### src/rtl/dmem_arbiter.sv
`default_nettype none
// +--------------------------------------------------------------------------+
// | Module      : dmem_arbiter                                               |
// | Description : Two-port round-robin arbiter and single-access sequencer   |
// |               in front of datamemory. Port A = CPU, port B = secondary.  |
// | Revision    : 1.0 - initial release                                      |
// +--------------------------------------------------------------------------+
module dmem_arbiter #(
  parameter int DM_ADDRESS = 9,
  parameter int DATA_W     = 32
) (
  input  logic                  clk,
  input  logic                  reset,
  // Port A (CPU load/store path)
  input  logic                  a_req,
  input  logic                  a_we,
  input  logic [DM_ADDRESS-1:0] a_addr,
  input  logic [DATA_W-1:0]     a_wd,
  input  logic [2:0]            a_funct3,
  output logic                  a_gnt,
  output logic                  a_rvalid,
  output logic [DATA_W-1:0]     a_rdata,
  // Port B (debug loader / DMA)
  input  logic                  b_req,
  input  logic                  b_we,
  input  logic [DM_ADDRESS-1:0] b_addr,
  input  logic [DATA_W-1:0]     b_wd,
  input  logic [2:0]            b_funct3,
  output logic                  b_gnt,
  output logic                  b_rvalid,
  output logic [DATA_W-1:0]     b_rdata,
  // datamemory side
  output logic                  mem_read,
  output logic                  mem_write,
  output logic [DM_ADDRESS-1:0] mem_a,
  output logic [DATA_W-1:0]     mem_wd,
  output logic [2:0]            mem_funct3,
  input  logic [DATA_W-1:0]     mem_rd
);

  typedef enum logic [0:0] {
    S_IDLE   = 1'b0,
    S_ACCESS = 1'b1
  } state_t;

  // Owner / last-winner encoding: 0 = port A, 1 = port B.
  localparam logic c_PORT_A = 1'b0;
  localparam logic c_PORT_B = 1'b1;

  state_t                r_state;
  logic                  r_last;
  logic                  r_owner;
  logic                  r_we;
  logic [DM_ADDRESS-1:0] r_addr;
  logic [DATA_W-1:0]     r_wd;
  logic [2:0]            r_funct3;
  logic                  r_a_gnt;
  logic                  r_b_gnt;
  logic                  r_a_rvalid;
  logic                  r_b_rvalid;
  logic [DATA_W-1:0]     r_a_rdata;
  logic [DATA_W-1:0]     r_b_rdata;

  logic                  w_any_req;
  logic                  w_sel_b;

  // Round-robin pick: a lone requester wins; on a tie the port that did not win last time wins.
  assign w_any_req = a_req | b_req;
  assign w_sel_b   = b_req & (~a_req | (r_last == c_PORT_A));

  // Single sequencer: latch a request in IDLE, run one ACCESS cycle, capture load data on exit.
  always_ff @(posedge clk or posedge reset) begin
    if (reset) begin
      r_state    <= S_IDLE;
      r_last     <= c_PORT_B;
      r_owner    <= c_PORT_A;
      r_we       <= 1'b0;
      r_addr     <= '0;
      r_wd       <= '0;
      r_funct3   <= 3'b000;
      r_a_gnt    <= 1'b0;
      r_b_gnt    <= 1'b0;
      r_a_rvalid <= 1'b0;
      r_b_rvalid <= 1'b0;
      r_a_rdata  <= '0;
      r_b_rdata  <= '0;
    end else begin
      r_a_gnt    <= 1'b0;
      r_b_gnt    <= 1'b0;
      r_a_rvalid <= 1'b0;
      r_b_rvalid <= 1'b0;
      case (r_state)
        S_IDLE: begin
          if (w_any_req) begin
            r_owner  <= w_sel_b;
            r_last   <= w_sel_b;
            r_we     <= w_sel_b ? b_we     : a_we;
            r_addr   <= w_sel_b ? b_addr   : a_addr;
            r_wd     <= w_sel_b ? b_wd     : a_wd;
            r_funct3 <= w_sel_b ? b_funct3 : a_funct3;
            r_a_gnt  <= ~w_sel_b;
            r_b_gnt  <= w_sel_b;
            r_state  <= S_ACCESS;
          end
        end
        S_ACCESS: begin
          // Requests still high here are ignored; arbitration resumes next cycle.
          if (!r_we) begin
            if (r_owner == c_PORT_B) begin
              r_b_rdata  <= mem_rd;
              r_b_rvalid <= 1'b1;
            end else begin
              r_a_rdata  <= mem_rd;
              r_a_rvalid <= 1'b1;
            end
          end
          r_state <= S_IDLE;
        end
        default: r_state <= S_IDLE;
      endcase
    end
  end

  // Strobes decode straight from the state so a reset mid-access drops them at once.
  assign mem_read   = (r_state == S_ACCESS) & ~r_we;
  assign mem_write  = (r_state == S_ACCESS) &  r_we;
  assign mem_a      = r_addr;
  assign mem_wd     = r_wd;
  assign mem_funct3 = r_funct3;

  assign a_gnt      = r_a_gnt;
  assign b_gnt      = r_b_gnt;
  assign a_rvalid   = r_a_rvalid;
  assign b_rvalid   = r_b_rvalid;
  assign a_rdata    = r_a_rdata;
  assign b_rdata    = r_b_rdata;

endmodule
`default_nettype wire

### config.mk
export PLATFORM = sky130hd
export DESIGN_NAME = dmem_arbiter
export DESIGN_NICKNAME = d
export VERILOG_FILES = /design/src/rtl/dmem_arbiter.sv
export SDC_FILE = /design/constraint.sdc
export NUM_CORES = 1
export LEC_CHECK = 0
export BUFFER_PORTS_ARGS = -buffer_cell sky130_fd_sc_hd__buf_2
export CORE_ASPECT_RATIO = 1.75
export CORE_MARGIN = 5
export CORE_UTILIZATION = 46
export CTS_CLUSTER_SIZE = 12
export DETAILED_ROUTE_END_ITERATION = 12
export PLACE_DENSITY_LB_ADDON = 0.15
export SYNTH_ARGS = -nofsm -noshare
export SYNTH_HDL_FRONTEND = slang
export SYNTH_SLANG_ARGS = --single-unit
### constraint.sdc
create_clock -name clk -period 4.6 [get_ports clk]
set_input_delay 0.23 -clock clk [delete_from_list [all_inputs] [get_ports clk]]
set_output_delay 0.23 -clock clk [all_outputs]
set_load 0.01 [all_outputs]
==> results of run 1 <==
-- flip-flops by register name, indices dropped and copies added (netlist names), 3 cells and up --
signal	flops
a_rdata	32
b_rdata	32
mem_a	9
mem_funct3	3
mem_wd	32
-- placed cells by master (no fill, tap or decap), drive strengths merged, types with 2 or more instances in the layout --
| master | Yosys | routed |
|---|---|---|
| clkbuf | 4 | 19 |
| a221o | 22 | 22 |
| and2 | 23 | 23 |
| inv | 5 | 8 |
| a21oi | 47 | 47 |
| clkinvlp | 0 | 3 |
| bufinv | 0 | 2 |
| nand2 | 24 | 24 |
| mux2 | 64 | 64 |
| nor2 | 23 | 23 |
| dfrtp | 115 | 115 |
| o21ai | 2 | 2 |
| clkinv | 0 | 5 |
| buf | 18 | 242 |
-- cell usage after synthesis --
library cell / instances
a21boi_1: 1
nand2b_1: 1
o21bai_1: 1
inv_1: 5
nor2b_4: 1
a21bo_2: 1
a221o_1: 22
buf_2: 11
dfstp_2: 1
buf_8: 3
a21oi_1: 46
a21oi_2: 1
mux2_2: 35
nand2_2: 1
and2_0: 8
dfrtp_1: 115
and2b_1: 1
a211oi_2: 1
buf_4: 4
mux2_4: 29
o21ai_0: 2
nor2_1: 23
nand2_1: 23
and2_1: 15
clkbuf_1: 4
a21o_1: 1
-- through the flow --
step / cells / power, µW / worst slack, ns / util / hold WS (ns)
floorplan: 356 / 2390 / 1.30 / - / 0.359
global placement: 703 / 2940 / 2.41 / 0.587 / 0.461
detailed placement: 703 / 2980 / 2.32 / 0.587 / 0.464
CTS: 735 / 4310 / 2.47 / 0.645 / 0.0375
global route: 735 / 4490 / 2.31 / 0.645 / 0.0396
finish: 735 / 4260 / 2.51 / 0.645 / 0.0386
-- metal layers --
layer | GRT usage | part of all wire | wire length (µm)
met1 | 0.223 | 0.36 | 4580
met2 | 0.344 | 0.52 | 6600
met3 | 0.0678 | 0.086 | 1100
met4 | 0.114 | 0.036 | 465
met5 | 0 | 0 | 0
-- cells by family after synthesis --
family	count (synthesis)	synth area share
buffers and inverters	27	0.0344
DFF	116	0.610
muxes	64	0.174
and+or+nand+nor	73	0.0736
AOI/OAI and AO/OA	76	0.108
-- power by group through the flow --
stage | combinational, µW | clock (µW) | sequential (µW)
finish | 1320 | 1310 | 1630
global route | 1440 | 1380 | 1670
CTS | 1350 | 1330 | 1630
floorplan | 588 | 0 | 1800
global placement | 1310 | 0 | 1630
detailed placement | 1340 | 0 | 1640
-- cell type report --
cell class | count | area (µm²)
multi-input combinational | 213 | 1700
tap | 127 | 159
fill | 815 | 3630
timing repair buffer | 242 | 1220
inverter | 5 | 21.3
clock inverter | 13 | 149
sequential | 116 | 2900
clock buffer | 19 | 453
-- path summary, 6_finish.rpt --
kind                               end  slack [ns]  cells after the start
setup / recovery             mem_wd[2]        2.51                      5
hold / removal               mem_wd[2]        0.04                      2
setup reg to reg             mem_wd[2]        2.51                      5
hold reg to reg            b_rdata[23]        0.50                      1
max in group asynchronous       r_last        3.46                      3
min in group clk            mem_wd[27]        0.05                      2
-- critical path, stage by stage (launching register included) --
cell	delay, ns
dfrtp_1	0.43
o21bai_2	0.41
buf_4	0.32
inv_1	0.58
nor2_1	0.11
a21oi_1	0.15
==> impl_results.md, run 1 <==
* Final wirelength at around 13000 µm
* Clk slew on worst S/H paths at 0.06 ns
* Clk Latency, worst-skew pair at around 0.40 ns
* Sw Ratio at 0.310
* FP Rows at between 40 and 50
* Yosys reg bits at about 120
* Crit path capture type: flop
* Max Clk Rate at roughly 0.48 GHz
* Core area at about 10000 µm²
* Hold_buf cts at 0
* Die Ht at between 100 and 150 µm
* Top cells by area, synth: dfrtp_1 60%, mux2_4 9.1%, mux2_2 8.3%, a21oi_1 4.8%, a221o_1 4.6%
* Die area at approximately 13000 µm²
* Max FO, Critical Path at 25
* Number of H-tree levels at 4
* WP data arrival at 2.41 ns
* Synthesized area per cell at approximately 13 µm²
* Largest net degree at the start of global routing at 80
* Critical path launch point: r_state
* Drt drc at 0
* ANT cells at 0
* Sequential Power Share at 0.382
* Setup violators final at 0
* Clock Power Share at 0.308
* Max_cap viols at 0
* Crit path kind: flop to flop
* Worst-margin pin slew at approximately 1.1 ns
* Number of CTS-inserted buffers at 17
* Lkg Pwr at roughly 0.0033 µW
* Routed len/inst at 17.3 µm
* Peak VDD IR at between 0.4 and 0.5 mV
* Worst r2r src: r_state
* Vias per std cell at around 5.1
* Yosys warns at 0
* Vias in the first global route at slightly above 4000
* Initial antenna violation count at 0
* Syn-to-layout area delta at 38.8%
* Post-CTS Setup Bufs at 0
* Hold/Removal Path Class: primary input to async pin
* Layout Skew at between 0.009 and 0.01 ns
* Final Cell Area at around 6600 µm²
* Sequential-to-total area share from yosys stat at 0.610
* Pwr per Cell Area at between 600 and 700 nW/µm²
* Resized Gates After CTS at 0
* DR iter-0 viols at 87
* Setup TNS at 0 ns
* Die width at between 80 and 90 µm
* TritonCTS clock tree: yes
* Root Buffer: clkbuf_16
* PortBufs at roughly 240
* First-pass GRT wire length at 19900 µm
* Mapped cell area at roughly 4800 µm²
* RSZ-0062 raised after global routing: false
* Initial Util at 0.465
* IO Pins at between 200 and 250
* Status: finished, final reports clean
* Layout cells sized above 1 at 0.572
* Synth area leader: dfrtp_1
* Via count at between 3000 and 4000
* DRT Pass-1 Iters at 5
* Net switching power at 1320 µW
* Worst slew margin relative to its limit at 0.289
* Final period utilization at 0.453
* GRT overflow at 0
* Crit path time final at ~2.1 ns
* Combinational Power Share at 0.310
* Post-synth net total at a little under 500
* CTS max path bufs at 2
* CP Data Required Time at a little under 5 ns
* DP Area at approximately 6000 µm²
* Gr usage total at 0.204
* Cell variety after synth at 26
* Final net count at between 700 and 800
* Area share of the largest cell type after synthesis at 0.604
* DP Wirelength at 9480 µm
* Sink Count at between 100 and 150
* Worst Setup Start Kind: flop
* P_int at 2940 µW
* Placer Congestion at around 0.77
* Final ANT Viol Nets at 0
* Fin. Hold Viols at 0
* Mapped Cells at 356
* Pins Over Slew Limit at 0
(Power assumes the default switching activity.)
==> run 2: changes to the inputs <==
--- a/config.mk
+++ b/config.mk
@@ -5,10 +5,11 @@
 export SDC_FILE = /design/constraint.sdc
 export NUM_CORES = 1
 export LEC_CHECK = 0
+export ABC_AREA = 1
 export BUFFER_PORTS_ARGS = -buffer_cell sky130_fd_sc_hd__buf_2
 export CORE_ASPECT_RATIO = 1.75
 export CORE_MARGIN = 5
-export CORE_UTILIZATION = 46
+export CORE_UTILIZATION = 47
 export CTS_CLUSTER_SIZE = 12
 export DETAILED_ROUTE_END_ITERATION = 12
 export PLACE_DENSITY_LB_ADDON = 0.15
==> constraint.sdc (replaced) <==
create_clock -name clk -period 2.1 [get_ports clk]
set_input_delay 0.105 -clock clk [delete_from_list [all_inputs] [get_ports clk]]
set_output_delay 0.105 -clock clk [all_outputs]
set_load 0.01 [all_outputs]
==> impl_results.md, run 2 <==
* Synth area leader: dfrtp_1 (unchanged)
* Drt drc at 0 (unchanged)
* Post-synth EDFFs at 0 (unchanged)
* Reg2reg end: mem_wd[19] (was mem_wd[2])
* CP top delay family: buffers and inverters (unchanged)
* Die area at 13300 µm² (was 12600 µm²)
* Clock Power Share at 0.325 (was 0.308)
* Async SR Flop Fraction at 1.00 (unchanged)
* Worst reg2reg setup slack at 0.18 ns (was 2.51 ns)
* Most common cell after layout, fill and taps aside: buf_2 (unchanged)
* Hold_ws at 0.00740 ns (was 0.0386 ns)
* Post-synth net total at 689 (was 482)
* Worst slew margin relative to its limit at 0.218 (was 0.289)
* Die width at 89.3 µm (was 86.9 µm)
* Crit path kind: flop to flop (unchanged)
* Max FO, Critical Path at 47 (was 25)
* Mapped cell area at 5170 µm² (was 4760 µm²)
* Vias in the first global route at 5297 (was 4142)
* DP Area at 6400 µm² (was 6010 µm²)
* Clk Latency, worst-skew pair at 0.40 ns (about the same)
* Routed len/inst at 15.5 µm (was 17.3 µm)
* Crit path time final at 1.92 ns (was 2.09 ns)
* Xor and xnor area share after synthesis at 0 (unchanged)
* Final ANT Viol Nets at 0 (unchanged)
* PortBufs at 239 (unchanged)
* Crit path to: mem_wd[19] (was mem_wd[2])
* Slowest cell on the critical path: dlygate4sd3_1 (was inv_1)
* Final net count at 1005 (was 721)
* Pwr per Cell Area at 1230 nW/µm² (was 645 nW/µm²)
* Net switching power at 3130 µW (was 1320 µW)
* Synth Area in Compound Gates at 0.0903 (was 0.108)
* Area share of the largest cell type after synthesis at 0.557 (was 0.604)
* Sequential-to-total area share from yosys stat at 0.562 (was 0.610)
* Worst-margin pin slew at 1.17 ns (was 1.07 ns)
* Worst Setup Start Kind: flop (unchanged)
* Layout cells sized above 1 at 0.361 (was 0.572)
* Combinational Power Share at 0.313 (was 0.310)
* Setup TNS at 0 ns (unchanged)
* IO Pins at 240 (unchanged)
* DP Wirelength at 10200 µm (was 9480 µm)
* Number of H-tree levels at 4 (unchanged)
* Layout Skew at 0.00542 ns (was 0.00935 ns)
* DR iter-0 viols at 246 (was 87)
* Critical path launch point: r_state (unchanged)
* TritonCTS clock tree: yes (unchanged)
* Die Ht at 149 µm (was 145 µm)
* Final Cell Area at 7950 µm² (was 6610 µm²)
* Max_cap viols at 0 (unchanged)
* Sw Ratio at 0.320 (was 0.310)
* Sink Count at 116 (unchanged)
* Lkg Pwr at 0.00434 µW (was 0.00335 µW)
* Main flop type after synthesis: dfrtp_1 (unchanged)
* Peak VDD IR at 0.893 mV (was 0.406 mV)
* Largest family of logic cells by synthesized area: simple AND/OR/NAND/NOR gates (was multiplexers)
* Vias per std cell at 5.09 (was 5.14)
* Pins Over Slew Limit at 0 (unchanged)
* WHS Path Cells at 5
* Gr usage total at 0.244 (was 0.204)
* Status: finished, final reports clean (unchanged)
* DRT Pass-1 Iters at 5 (unchanged)
* WP depth at 5 (unchanged)
* Syn-to-layout area delta at 53.8% (was 38.8%)
* Worst r2r path cells at 5 (unchanged)
* CP Data Required Time at 2.44 ns (was 4.93 ns)
* Number of CTS-inserted buffers at 17 (unchanged)
* CP Cell Sequence: inv_2 > o21ai_4 > nand2_1 > nand3_1 > dlygate4sd3_1 (was o21bai_2 > buf_4 > inv_1 > nor2_1 > a21oi_1)
* Clk slew on worst S/H paths at 0.05 ns (was 0.06 ns)
* Via count at 5199 (was 3779)
* Sequential Power Share at 0.361 (was 0.382)
* Placer Congestion at 0.794 (was 0.774)
* Mapped Cells at 563 (was 356)
* Root Buffer: clkbuf_16 (unchanged)
* GRT overflow at 0 (unchanged)
* Setup violators final at 0 (unchanged)
* Synthesized area per cell at 9.18 µm² (was 13.4 µm²)
* Post-Synth Adder-Cell Area at 0 (unchanged)
* First-pass GRT wire length at 25300 µm (was 19900 µm)
* Fin. Hold Viols at 0 (unchanged)
* Buffer and inverter count on the worst path at 2 (unchanged)
* Initial Util at 0.480 (was 0.465)
* Final wirelength at 15900 µm (was 12700 µm)
* Post-Synth Simple-Gate Area at 0.248 (was 0.0736)
* Max Clk Rate at 0.521 GHz (was 0.479 GHz)
* Cell variety after synth at 19 (was 26)
* Initial antenna violation count at 0 (unchanged)
* Worst r2r src: r_state (unchanged)
* FP Rows at 50 (was 49)
* Slowest Stage Delay on Critical Path at 0.56 ns (was 0.58 ns)
* Top-count cell post-synth: nand2_1 (was dfrtp_1)
* Mux contribution to synthesized area at 0 (was 0.174)
* Final period utilization at 0.914 (was 0.453)
* P_int at 6650 µW (was 2940 µW)
* Yosys reg bits at 116 (unchanged)
* Highest-count cells in the layout ignoring fill and taps: 239 x buf_2, 159 x nand2_1, 115 x dfrtp_1 (was 239 x buf_2, 115 x dfrtp_1, 46 x a21oi_1)
* Yosys warns at 0 (unchanged)
* WP data arrival at 2.26 ns (was 2.41 ns)
* Core area at 10800 µm² (was 10200 µm²)
* RSZ-0062 raised after global routing: false (unchanged)
* Crit path capture type: flop (unchanged)
* CTS max path bufs at 2 (unchanged)
* Top cells by area, synth: dfrtp_1 56%, nand2_1 12%, nand3_1 6.5%, o21ai_2 5.9%, inv_1 4.4% (was dfrtp_1 60%, mux2_4 9.1%, mux2_2 8.3%, a21oi_1 4.8%, a221o_1 4.6%)
* Most frequent cells after synthesis: 160 x nand2_1, 115 x dfrtp_1, 67 x nand3_1 (was 115 x dfrtp_1, 46 x a21oi_1, 35 x mux2_2)
* ANT cells at 0 (unchanged)
* Hold/Removal Path Class: primary input to flop (was primary input to async pin)
* Largest net degree at the start of global routing at 117 (was 80)
-- run 2: kinds of logic (layout without fill, tap and decap cells) --
family	Yosys count	in the layout
and+or+nand+nor	278	278
DFF	116	116
buffers and inverters	102	430
AOI/OAI and AO/OA	67	67
-- run 2: cell type report --
type,instances,area [µm²]
timing repair buffer,337,2220
clock inverter,9,174
multi-input combinational,345,1770
tap,130,163
sequential,116,2900
inverter,62,236
fill,775,2810
clock buffer,22,484
-- run 2: worst reg2reg max path: stages (launching register included) --
cell           delay [ns]
dfrtp_1              0.44
inv_2                0.11
o21ai_4              0.43
nand2_1              0.17
nand3_1              0.16
dlygate4sd3_1        0.56
-- run 2: metal layers --
layer,wire length [µm],share of wire,vias to the layer above,track usage
li1,-,-,2449,-
met1,5550,0.35,2430,0.271
met2,8320,0.52,263,0.414
met3,1340,0.084,57,0.0632
met4,658,0.041,0,0.133
met5,0,0,-,0
-- run 2: worst min-delay path by stage --
stage / start / to / slack [ns]
floorplan: mem_rd[0] / b_rdata[0] / 0.25
CTS: b_wd[7] / mem_wd[7] / 0.0008
global route: a_wd[8] / mem_wd[8] / 0.01
finish: a_wd[8] / mem_wd[8] / 0.007
detailed placement: reset / b_rdata[23] / 0.34
global placement: reset / b_rdata[23] / 0.33
-- run 2: timing repair --
| item | in CTS | in global routing |
|---|---|---|
| gates resized for setup | 0 | 1 |
| hold buffers | 89 | 0 |
| setup endpoints to repair | 0 | 2 |
| hold endpoints to repair | 204 | 0 |
| setup buffers | 0 | 0 |
-- run 2: power by group through the flow --
stage               clock, µW  sequential, µW  combinational, µW
floorplan                   0            3900               1200
global placement            0            3520               2760
detailed placement          0            3540               2830
CTS                      3220            3530               3070
global route             3320            3620               3390
finish                   3180            3530               3060
-- run 2: metrics by stage --
stage | util | total power, µW | setup WS, ns | std cells
detailed placement | 0.594 | 6380 | 0.564 | 901
global placement | 0.594 | 6280 | 0.612 | 901
finish | 0.739 | 9770 | 0.181 | 1021
global route | 0.739 | 10300 | 0.0280 | 1021
CTS | 0.738 | 9820 | 0.104 | 1021
floorplan | - | 5100 | 0.582 | 563
==> run 3: changes to the inputs <==
--- a/config.mk
+++ b/config.mk
@@ -7,12 +7,12 @@
 export LEC_CHECK = 0
 export ABC_AREA = 1
 export BUFFER_PORTS_ARGS = -buffer_cell sky130_fd_sc_hd__buf_2
-export CORE_ASPECT_RATIO = 1.75
-export CORE_MARGIN = 5
+export CORE_MARGIN = 2
 export CORE_UTILIZATION = 47
 export CTS_CLUSTER_SIZE = 12
 export DETAILED_ROUTE_END_ITERATION = 12
 export PLACE_DENSITY_LB_ADDON = 0.15
+export REMOVE_ABC_BUFFERS = 1
 export SYNTH_ARGS = -nofsm -noshare
 export SYNTH_HDL_FRONTEND = slang
 export SYNTH_SLANG_ARGS = --single-unit
==> impl_results.md, run 3 (same netlist as run 2, synthesis figures left out) <==
* Number of H-tree levels at 4 (unchanged)
* RSZ-0062 raised after global routing: false (unchanged)
* TritonCTS clock tree: yes (unchanged)
* Final wirelength at 16300 µm (was 15900 µm)
* Max FO, Critical Path at 24 (was 47)
* Sw Ratio at 0.325 (was 0.320)
* Most common cell after layout, fill and taps aside: buf_2 (unchanged)
* Max_cap viols at 0 (unchanged)
* Via count at 5354 (was 5199)
* Crit path kind: flop to flop (unchanged)
* Layout cells sized above 1 at 0.355 (was 0.361)
* Die Ht at 109 µm (was 149 µm)
* Die width at 109 µm (was 89.3 µm)
* Vias in the first global route at 5340 (was 5297)
* Net switching power at 3220 µW (was 3130 µW)
* DR iter-0 viols at 325 (was 246)
* Worst slew margin relative to its limit at 0.544 (was 0.218)
* Vias per std cell at 4.99 (was 5.09)
* Worst-margin pin slew at 0.684 ns (was 1.17 ns)
* WP data arrival at 2.41 ns (was 2.26 ns)
* Clock Power Share at 0.320 (was 0.325)
* Routed len/inst at 15.2 µm (was 15.5 µm)
* Lkg Pwr at 0.00448 µW (was 0.00434 µW)
* Layout Skew at 0.00515 ns (was 0.00542 ns)
* Fin. Hold Viols at 0 (unchanged)
* Root Buffer: clkbuf_8 (was clkbuf_16)
* FP Rows at 38 (was 50)
* Worst Setup Start Kind: flop (unchanged)
* Final non-filler cell total at 1073 (was 1021)
* Cells after DPL at 918 (was 901)
* Pins Over Slew Limit at 0 (unchanged)
* Sink Count at 116 (unchanged)
* Peak VDD IR at 0.758 mV (was 0.893 mV)
* Hold/Removal Path Class: primary input to flop (unchanged)
* Highest-count cells in the layout ignoring fill and taps: 239 x buf_2, 159 x nand2_1, 123 x dlygate4sd3_1 (was 239 x buf_2, 159 x nand2_1, 115 x dfrtp_1)
* DRT Pass-1 Iters at 5 (unchanged)
* IO Pins at 240 (unchanged)
* Crit path time final at 2.02 ns (was 1.92 ns)
* ANT cells at 0 (unchanged)
* GRT overflow at 0 (unchanged)
* Setup violators final at 0 (unchanged)
* Syn-to-layout area delta at 62.4% (was 53.8%)
* Die area at 11800 µm² (was 13300 µm²)
* Sequential Power Share at 0.354 (was 0.361)
* Max Clk Rate at 0.495 GHz (was 0.521 GHz)
* DP Wirelength at 9740 µm (was 10200 µm)
* P_int at 6680 µW (was 6650 µW)
* Combinational Power Share at 0.326 (was 0.313)
* Fill cells at 701 (was 775)
* Final net count at 1046 (was 1005)
* Status: finished, final reports clean (unchanged)
* Pwr per Cell Area at 1180 nW/µm² (was 1230 nW/µm²)
* Setup TNS at 0 ns (unchanged)
* Placer Congestion at 0.852 (was 0.794)
* CTS max path bufs at 2 (unchanged)
* Clk slew on worst S/H paths at 0.06 ns (was 0.05 ns)
* Total power at 9900 µW (was 9770 µW)
* First-pass GRT wire length at 25500 µm (was 25300 µm)
* CP Data Required Time at 2.49 ns (was 2.44 ns)
* Gr usage total at 0.280 (was 0.244)
* Number of CTS-inserted buffers at 17 (unchanged)
* Core area at 10800 µm² (about the same)
* Final ANT Viol Nets at 0 (unchanged)
* Drt drc at 0 (unchanged)
* Clk Latency, worst-skew pair at 0.51 ns (was 0.40 ns)
* Crit path capture type: flop (unchanged)
* PortBufs at 239 (unchanged)
* Final period utilization at 0.962 (was 0.914)
* Initial antenna violation count at 0 (unchanged)
* Initial Util at 0.479 (was 0.480)
* Largest net degree at the start of global routing at 53 (was 117)
## run 3: timing repair
item,in CTS,in global routing
resized for setup,0,2
setup endpoints to repair,0,25
hold buffers,123,0
endpoints found under the hold margin,156,0
setup buffers,0,0
## run 3: critical path, cell delays in order (launching register included)
cell,delay (ns)
dfrtp_1,0.44
inv_2,0.11
buf_6,0.24
o21ai_4,0.09
buf_4,0.23
nand2_1,0.12
nand3_1,0.09
dlygate4sd3_1,0.57
## run 3: worst paths after layout
check / from / to / slack, ns / cells after the start
worst min register to register: mem_wd[5] / mem_wd[5] / 0.47 / 2
worst max-delay path: r_state / mem_wd[16] / 0.08 / 7
worst max register to register: r_state / mem_wd[16] / 0.08 / 7
min in group asynchronous: reset / b_rdata[17] / 0.26 / 3
max in group asynchronous: reset / mem_wd[24] / 1.21 / 4
worst min-delay path: a_req / r_state / 0.08 / 3
## run 3: final cells by class
class | count | area (µm²) | share of cell area
multi-input combinational | 345 | 1770 | 0.211
tap | 140 | 175 | 0.0209
inverter | 62 | 235 | 0.0280
sequential | 116 | 2900 | 0.346
timing repair buffer | 378 | 2650 | 0.316
clock inverter | 12 | 201 | 0.0240
clock buffer | 20 | 455 | 0.0543
## run 3: metrics by stage
stage | area (µm²) | hold WS [ns] | worst slack, ns | util
after detailed placement | 6500 | 0.265 | 0.614 | 0.602
after global placement | 6500 | 0.264 | 0.694 | 0.602
after global routing | 8390 | 0.0816 | 0.0225 | 0.778
after floorplan | 4880 | 0.192 | -1.08 | -
after CTS | 8390 | 0.0319 | 0.0744 | 0.777
final | 8390 | 0.0815 | 0.0799 | 0.778
## run 3: per-layer routing
metal,share of wire,global-route usage
met5,0,0
met4,0.038,0.158
met3,0.067,0.0622
met1,0.39,0.338
met2,0.50,0.464
## run 3: power by group through the flow
stage	Clock, µW	Combinational (µW)	Sequential, µW
6_report	3170	3220	3500
5_1_grt	3340	3540	3600
4_1_cts	3210	3210	3490
3_5_place_dp	0	2870	3510
3_3_place_gp	0	2790	3480
2_1_floorplan	0	1080	3900
